<file path="src/rtl/vector_permute_seq.sv">
// Issue controller for the vector permute unit: decodes permute ops, splits two-pass macro ops, holds the writeback.
// Latency: control is combinational in the issue cycle; the writeback is valid one cycle after each micro-op issues.
// Backpressure: while a writeback is held, p_keep_res stays low and legal ops stall; illegal ops are always dropped at once.
module vector_permute_seq #(
    parameter int NUM_ELEMS = 8,
    parameter int ELEM_SIZE = 16,
    parameter int DEST_W    = 5,
    parameter int CNT_W     = 32
) (
    input  logic                 clk,
    input  logic                 reset,
    input  logic                 in_valid,
    output logic                 in_ready,
    input  logic [3:0]           in_op,
    input  logic [2:0]           in_size,
    input  logic [4:0]           in_shift,
    input  logic [ELEM_SIZE-1:0] in_g,
    input  logic [DEST_W-1:0]    in_dest,
    output logic [2:0]           p_op,
    output logic [2:0]           p_size,
    output logic [4:0]           p_shift,
    output logic [ELEM_SIZE-1:0] p_g,
    output logic                 p_pack_upper,
    output logic                 p_pack_lower,
    output logic                 p_unpack_left,
    output logic                 p_unpack_right,
    output logic                 p_keep_res,
    output logic                 wb_valid,
    input  logic                 wb_ready,
    output logic [DEST_W-1:0]    wb_dest,
    output logic                 wb_last,
    output logic                 err,
    output logic [CNT_W-1:0]     cnt_issue,
    output logic [CNT_W-1:0]     cnt_stall
);

    localparam logic [3:0] OP_PACK_HI     = 4'd0;
    localparam logic [3:0] OP_PACK_LO     = 4'd1;
    localparam logic [3:0] OP_UNPACK_L    = 4'd2;
    localparam logic [3:0] OP_UNPACK_R    = 4'd3;
    localparam logic [3:0] OP_SPLAT       = 4'd4;
    localparam logic [3:0] OP_SPLATB      = 4'd5;
    localparam logic [3:0] OP_SHIFT       = 4'd6;
    localparam logic [3:0] OP_SHIFTB      = 4'd7;
    localparam logic [3:0] OP_SELECT      = 4'd8;
    localparam logic [3:0] OP_UNPACK_FULL = 4'd9;
    localparam logic [3:0] OP_PACK_FULL   = 4'd10;

    localparam logic [2:0] PERMUTE_PACK   = 3'd0;
    localparam logic [2:0] PERMUTE_SPLAT  = 3'd1;
    localparam logic [2:0] PERMUTE_SPLATB = 3'd2;
    localparam logic [2:0] PERMUTE_SHIFT  = 3'd3;
    localparam logic [2:0] PERMUTE_SHIFTB = 3'd4;
    localparam logic [2:0] PERMUTE_SELECT = 3'd5;

    logic pass;
    logic legal;
    logic two_pass;
    logic slot_free;
    logic issue;
    logic drop;

    always_comb begin
        legal     = (in_op <= OP_PACK_FULL);
        two_pass  = (in_op == OP_UNPACK_FULL) || (in_op == OP_PACK_FULL);
        slot_free = !wb_valid || wb_ready;
        // Handshake is gated by reset so nothing is accepted while the sequencer is being cleared.
        issue     = in_valid && legal && slot_free && !reset;
        drop      = in_valid && !legal && !reset;
        in_ready  = drop || (issue && (!two_pass || pass));
        p_keep_res = issue;
    end

    always_comb begin
        p_op           = PERMUTE_PACK;
        p_size         = '0;
        p_shift        = '0;
        p_g            = '0;
        p_pack_upper   = 1'b0;
        p_pack_lower   = 1'b0;
        p_unpack_left  = 1'b0;
        p_unpack_right = 1'b0;
        if (in_valid) begin
            p_size  = in_size;
            p_shift = in_shift;
            p_g     = in_g;
            case (in_op)
                OP_PACK_HI:     p_pack_upper   = 1'b1;
                OP_PACK_LO:     p_pack_lower   = 1'b1;
                OP_UNPACK_L:    p_unpack_left  = 1'b1;
                OP_UNPACK_R:    p_unpack_right = 1'b1;
                OP_SPLAT:       p_op = PERMUTE_SPLAT;
                OP_SPLATB:      p_op = PERMUTE_SPLATB;
                OP_SHIFT:       p_op = PERMUTE_SHIFT;
                OP_SHIFTB:      p_op = PERMUTE_SHIFTB;
                OP_SELECT:      p_op = PERMUTE_SELECT;
                OP_UNPACK_FULL: begin
                    p_unpack_left  = !pass;
                    p_unpack_right = pass;
                end
                OP_PACK_FULL: begin
                    p_pack_upper = !pass;
                    p_pack_lower = pass;
                end
                default: p_op = PERMUTE_PACK;
            endcase
        end
    end

    always_ff @(posedge clk or posedge reset) begin
        if (reset) begin
            pass      <= 1'b0;
            wb_valid  <= 1'b0;
            wb_dest   <= '0;
            wb_last   <= 1'b0;
            err       <= 1'b0;
            cnt_issue <= '0;
            cnt_stall <= '0;
        end else begin
            err <= drop;
            // A new issue overwrites a result draining in the same cycle, sustaining one micro-op per cycle.
            if (issue) begin
                wb_valid  <= 1'b1;
                wb_dest   <= in_dest + DEST_W'(pass);
                wb_last   <= !two_pass || pass;
                cnt_issue <= cnt_issue + CNT_W'(1);
                if (two_pass) begin
                    pass <= !pass;
                end
            end else if (wb_ready) begin
                wb_valid <= 1'b0;
            end
            if (in_valid && legal && !slot_free) begin
                cnt_stall <= cnt_stall + CNT_W'(1);
            end
        end
    end

    a_params: assert property (@(posedge clk) (NUM_ELEMS > 0) && (ELEM_SIZE > 0));
    a_wb_hold: assert property (@(posedge clk) disable iff (reset)
        (wb_valid && !wb_ready) |=> (wb_valid && $stable(wb_dest) && $stable(wb_last)));

endmodule

</file>
<file path="config.mk">
export PLATFORM = sky130hd
export DESIGN_NAME = vector_permute_seq
export DESIGN_NICKNAME = d
export VERILOG_FILES = /design/src/rtl/vector_permute_seq.sv
export SDC_FILE = /design/constraint.sdc
export NUM_CORES = 1
export LEC_CHECK = 0
export CAP_MARGIN = 40
export CORE_UTILIZATION = 44
export CTS_BUF_LIST = sky130_fd_sc_hd__clkbuf_4 sky130_fd_sc_hd__clkbuf_8
export DETAILED_ROUTE_END_ITERATION = 10
export PLACE_DENSITY = 0.81
export SETUP_SLACK_MARGIN = 0.2
export SLEW_MARGIN = 10
export SYNTH_ARGS = -nofsm -noshare
export SYNTH_HDL_FRONTEND = slang
export SYNTH_SLANG_ARGS = --single-unit
</file>
<file path="constraint.sdc">
create_clock -name clk -period 6.65 [get_ports clk]
set_clock_uncertainty 0.2 [all_clocks]
set_input_delay 1.6625 -clock clk [delete_from_list [all_inputs] [get_ports clk]]
set_output_delay 1.6625 -clock clk [all_outputs]
set_load 0.005 [all_outputs]
</file>
==> results of run 1 <==
## registers in the layout, indices dropped and copies added (netlist names)
name / cells
wb_last: 1
wb_dest: 5
cnt_issue: 32
cnt_stall: 32
err: 1
pass: 1
wb_valid: 1
## where the power goes
group | switching, W | internal (W) | total, W
logic | 0.0000809 | 0.000144 | 0.000225
clock network | 0.000163 | 0.000275 | 0.000437
registers | 0.0000531 | 0.000484 | 0.000537
## layout by cell type, fill, tap and decap left out, types with 9 or more instances in the layout
master and n:
and2_1 28, nand4_1 15, nor2_1 14, xnor2_1 51, nand2_1 32, clkbuf_8 11, and3_1 16, clkdlybuf4s50_1 141
xor2_1 16, nand3_1 23, dfrtp_1 73, nor3_1 9
## per-stage QoR
stage | utilization, % | hold slack, ps | area, sq um | power, W
finish | 68.72 | 277.7 | 5365 | 0.001200
global route | 68.72 | 306.1 | 5365 | 0.001254
CTS | 68.72 | 277.7 | 5365 | 0.001211
detailed placement | 65.42 | 267.1 | 5107 | 0.0007722
global placement | 65.16 | 260.3 | 5087 | 0.0007629
floorplan | - | 268.2 | 3592 | 0.0006244
## path summary, 6_finish.rpt
check / cells after the start / startpoint / endpoint / slack [ps]
min in group asynchronous: 3 / reset / cnt_issue[6] / 1600
setup / recovery: 7 / in_op[3] / in_ready / 780
hold reg to reg: 1 / cnt_stall[31] / cnt_stall[31] / 280
hold / removal: 1 / cnt_stall[31] / cnt_stall[31] / 280
setup reg to reg: 5 / cnt_issue[3] / cnt_issue[24] / 4410
max in group asynchronous: 4 / reset / cnt_issue[13] / 4090
## cell type report
| class | instances | area [sq um] |
|---|---|---|
| Clock buffer | 12 | 158.9 |
| Fill cell | 612 | 2442 |
| Inverter | 6 | 22.52 |
| Clock inverter | 4 | 98.84 |
| Multi-Input combinational cell | 251 | 1684 |
| Timing Repair Buffer | 144 | 1446 |
| Sequential cell | 73 | 1827 |
| Tap cell | 102 | 127.6 |
## kinds of logic after synthesis
kind of cell	synth area share (%)
and+or+nand+nor	24.03
DFF	50.85
xor gates and xnor gates	16.34
AOI/OAI and AO/OA	3.866
buffers and inverters	2.264
muxes	1.254
adders and majority gates	1.393
## metal layers
metal / track usage, % / up-vias / wire length [um]
li1: - / 1447 / -
met1: 29.81 / 1437 / 3972
met2: 34.20 / 91 / 4045
met3: 5.993 / 10 / 528
met4: 5.208 / 0 / 94
met5: 0 / - / 0
## worst max-delay path, delay by kind of cell
kind,cells,cell delay [ps]
compound gates,3,720
buf+inv,4,1630
==> out/results.tsv, run 1 <==
metric	value	unit
total clock sinks	73	
worst min path class	reg -> reg	
post-CTS sizing	0	
total CTS buffers	9	
vias per cell	5.042	
Initial DRC Count	146	
Setup TNS Final	0	ps
Die Ht	92.36	um
Hold-fix buffers, CTS	0	
worst rel slew slack	43.71	%
Port Buf Inserts	141	
DRT Pass-1 Iters	4	
post-CTS setup buffers	0	
Net Count, Synth	382	
layout cell share with drive strength beyond 1	6.122	%
max-cap violations	0	
CTS root buf	clkbuf_8	
all-layer global routing usage	21.72	%
Post-synth EDFFs	0	
yosys warns	0	
pre-CTS WS	762.6	ps
total global routing overflow	0	
Synth area leader	dfrtp_1	
status	completed	
CP max stage delay	710	ps
Row Count	32	
CTS max path bufs	2	
Final WS setup	780.1	ps
Starting Density	46.01	%
critical path data required time	4790	ps
Layout area overhead	49.36	%
DRC Markers	0	
fin crit share	88.27	%
Yosys reg bits	73	
Clk Latency, worst-skew pair	340	ps
share of the synthesized area in the top cell type	50.85	%
Reg clk slew, reported paths	70	ps
final WL	8640	um
Final min period	5870	ps
final max-slew violation count	0	
Max FO, Critical Path	17	
leakage	2.255	nW
Worst-Margin Slew	837.8	ps
Worst setup SP type	primary input	
number of H-tree levels	3	
syn avg cell area	10.53	sq um
Power Dens Cells	223.7	mW/mm^2
DP HPWL	6502	um
Syn Std Cell Area	0.003592	sq mm
Synth Instances	341	
die width	92.36	um
Placeable Area	0.007807	sq mm
endpoint class of the critical path	primary output	
antenna violations before repair	0	
RSZ-0062 raised after global routing	false	
Final setup viols	0	
CP max-delay cell	clkdlybuf4s50_1	
antenna-violating nets left	0	
largest net degree at the start of global routing	45	
diode count	0	
crit-path cells	clkdlybuf4s50_1 > inv_1 > o211ai_1 > inv_2 > o21ai_0 > o21ai_0 > clkdlybuf4s50_1	
peak supply drop	0.2227	mV
CTS tree	done	
I/O pins	142	
final hold vios	0	
top_reg_cell synth	dfrtp_1	
vias in the first global route	2920	
Via Count	2985	
Setup CP Type	in -> out	
final std cells w/o fill	592	
gpl congestion	0.8116	
leading post-synthesis cells by cell area	dfrtp_1 51%, xnor2_1 12%, and2_1 4.9%, xor2_1 3.9%, nand2_1 3.3%	
Final #Nets	526	
top-count cell post-synth	dfrtp_1	
count of different cell masters after synthesis	37	
first-pass GRT wire length	14550	um
crit path DAT	4010	ps
Synth async-reset ratio	100.0	%
full die area	0.008529	sq mm
Synth top cells by count	73 x dfrtp_1, 51 x xnor2_1, 32 x nand2_1, 28 x and2_1, 23 x nand3_1	
post-synthesis sequential area ratio	50.85	%
dpl cells	576	
Max Clk Rate	170.4	MHz
DR WL/cell	14.59	um
(Power assumes the default switching activity.)
==> inputs of run 2 (changes only) <==
--- a/config.mk
+++ b/config.mk
@@ -6,10 +6,9 @@
 export NUM_CORES = 1
 export LEC_CHECK = 0
 export CAP_MARGIN = 40
-export CORE_UTILIZATION = 44
+export CORE_UTILIZATION = 25
 export CTS_BUF_LIST = sky130_fd_sc_hd__clkbuf_4 sky130_fd_sc_hd__clkbuf_8
 export DETAILED_ROUTE_END_ITERATION = 10
-export PLACE_DENSITY = 0.81
 export SETUP_SLACK_MARGIN = 0.2
 export SLEW_MARGIN = 10
 export SYNTH_ARGS = -nofsm -noshare
==> out/results.tsv, run 2 (same netlist as run 1, synthesis figures left out) <==
metric	value	unit	change
DR WL/cell	14.01	um	was 14.59 um
Port Buf Inserts	141		unchanged
Clk network pwr share	29.2	%	was 36.4%
number of H-tree levels	3		unchanged
Starting Density	25.78	%	was 46.01%
Setup TNS Final	0	ps	unchanged
total clock sinks	73		unchanged
Seq pwr share	49.9	%	was 44.8%
peak supply drop	0.09609	mV	was 0.2227 mV
Final #Nets	527		was 526
Max FO, Critical Path	17		unchanged
vias in the first global route	2930		was 2920
largest net degree at the start of global routing	42		was 45
internal cell power	0.0007927	W	was 0.0009034 W
post-CTS sizing	0		unchanged
post-CTS setup buffers	0		unchanged
Final setup viols	0		unchanged
Top Registers	cnt_issue: 32 flops, cnt_stall: 32 flops, wb_dest: 5 flops		unchanged
endpoint class of the critical path	primary output		unchanged
Worst-Margin Slew	639.5	ps	was 837.8 ps
worst rel slew slack	57.13	%	was 43.71%
I/O pins	142		unchanged
final hold vios	0		unchanged
Die Ht	121.9	um	was 92.36 um
Worst setup SP type	primary input		unchanged
total CTS buffers	9		unchanged
all-layer global routing usage	13.38	%	was 21.72%
CTS root buf	clkbuf_8		unchanged
most frequent cells in the layout	141 x clkdlybuf4s50_1, 73 x dfrtp_1, 51 x xnor2_1		unchanged
overall power	0.001079	W	was 0.001200 W
Final min period	5892	ps	was 5870 ps
die width	121.9	um	was 92.36 um
Via Count	3028		was 2985
origin of the worst setup path	in_op[3]		unchanged
startpoint of the worst hold path	cnt_stall[31]		unchanged
leakage	2.221	nW	was 2.255 nW
RSZ-0062 raised after global routing	false		unchanged
reg2reg start	wb_valid		was cnt_issue[3]
Max Clk Rate	169.7	MHz	was 170.4 MHz
first-pass GRT wire length	15150	um	was 14550 um
Placeable Area	0.01393	sq mm	was 0.007807 sq mm
final WL	9358	um	was 8640 um
Row Count	43		was 32
diode count	0		unchanged
critical path data required time	4790	ps	about the same
CTS max path bufs	2		unchanged
status	completed		unchanged
DP HPWL	7051	um	was 6502 um
worst min path class	reg -> reg		unchanged
Power Dens Cells	200.4	mW/mm^2	was 223.7 mW/mm^2
full die area	0.01485	sq mm	was 0.008529 sq mm
Reg clk slew, reported paths	70	ps	about the same
Setup CP Type	in -> out		unchanged
Switch Pwr	0.0002858	W	was 0.0002965 W
antenna violations before repair	0		unchanged
Hold-fix buffers, CTS	0		unchanged
Gate power share	21.0	%	was 18.8%
vias per cell	4.533		was 5.042
CTS tree	done		unchanged
final max-slew violation count	0		unchanged
total global routing overflow	0		unchanged
switching part of the total power	26.50	%	was 24.71%
DRC Markers	0		unchanged
Fillers	1368		was 612
Initial DRC Count	115		was 146
max-cap violations	0		unchanged
crit path DAT	4030	ps	was 4010 ps
layout cell share with drive strength beyond 1	5.738	%	was 6.122%
DRT Pass-1 Iters	4		unchanged
Clk Latency, worst-skew pair	360	ps	was 340 ps
gpl congestion	0.7942		was 0.8116
fin crit share	88.61	%	was 88.27%
Layout area overhead	49.84	%	was 49.36%
leading cell type in the layout, fill and taps excluded	clkdlybuf4s50_1		unchanged
antenna-violating nets left	0		unchanged
run 2: cell count changes in the layout (fill, tap and decap cells not counted), sizes merged:
| cell | delta |
|---|---|
| clkbuf | +1 |
| bufinv | -3 |
| buf | +1 |
| clkinv | -1 |
run 2: routing by layer:
metal | vias to the layer above | GRT usage, % | wire (um)
met2 | 87 | 21.43 | 4531
met3 | 17 | 5.243 | 606
met5 | - | 0 | 0
met4 | 0 | 4.707 | 178
li1 | 1448 | - | -
met1 | 1476 | 16.23 | 4042
run 2: path summary, 6_finish.rpt:
| path | to | slack (ps) | cells past startpoint |
|---|---|---|---|
| setup / recovery | in_ready | 760 | 7 |
| hold / removal | cnt_stall[31] | 280 | 1 |
| setup reg to reg | cnt_stall[31] | 4410 | 5 |
| hold reg to reg | cnt_stall[31] | 280 | 1 |
| max in group asynchronous | cnt_issue[26] | 4080 | 4 |
| min in group asynchronous | wb_dest[3] | 1600 | 3 |
run 2: power by group through the flow:
stage	logic (W)	clock network (W)	registers [W]
finish	0.000226	0.000315	0.000538
CTS	0.000229	0.000335	0.000538
floorplan	0.0000880	0	0.000536
global placement	0.000223	0	0.000546
detailed placement	0.000228	0	0.000547
global route	0.000252	0.000354	0.000547
run 2: cell type report:
class | instances | area, sq um | share of cell area [%]
clock buffers | 13 | 172.7 | 3.208
repair buffers | 145 | 1451 | 26.96
multi-input cells | 251 | 1684 | 31.29
flip-flops and latches | 73 | 1827 | 33.94
inverters | 6 | 22.52 | 0.4184
well taps | 180 | 225.2 | 4.184
run 2: through the flow:
stage	instance area (sq um)	cells	util [%]	hold slack, ps	setup WS [ps]
after floorplan	3592	341	-	268.2	1174
after global placement	5185	653	37.21	262.0	837.4
after detailed placement	5210	655	37.39	265.0	757.5
after CTS	5383	668	38.63	283.0	744.0
after global routing	5383	668	38.63	298.9	555.8
final	5383	668	38.63	279.2	757.7
run 2: critical path: stages:
cell             delay [ps]
clkdlybuf4s50_1         720
inv_1                   220
o211ai_1                450
inv_2                   240
o21ai_0                 150
o21ai_0                 110
clkdlybuf4s50_1         470
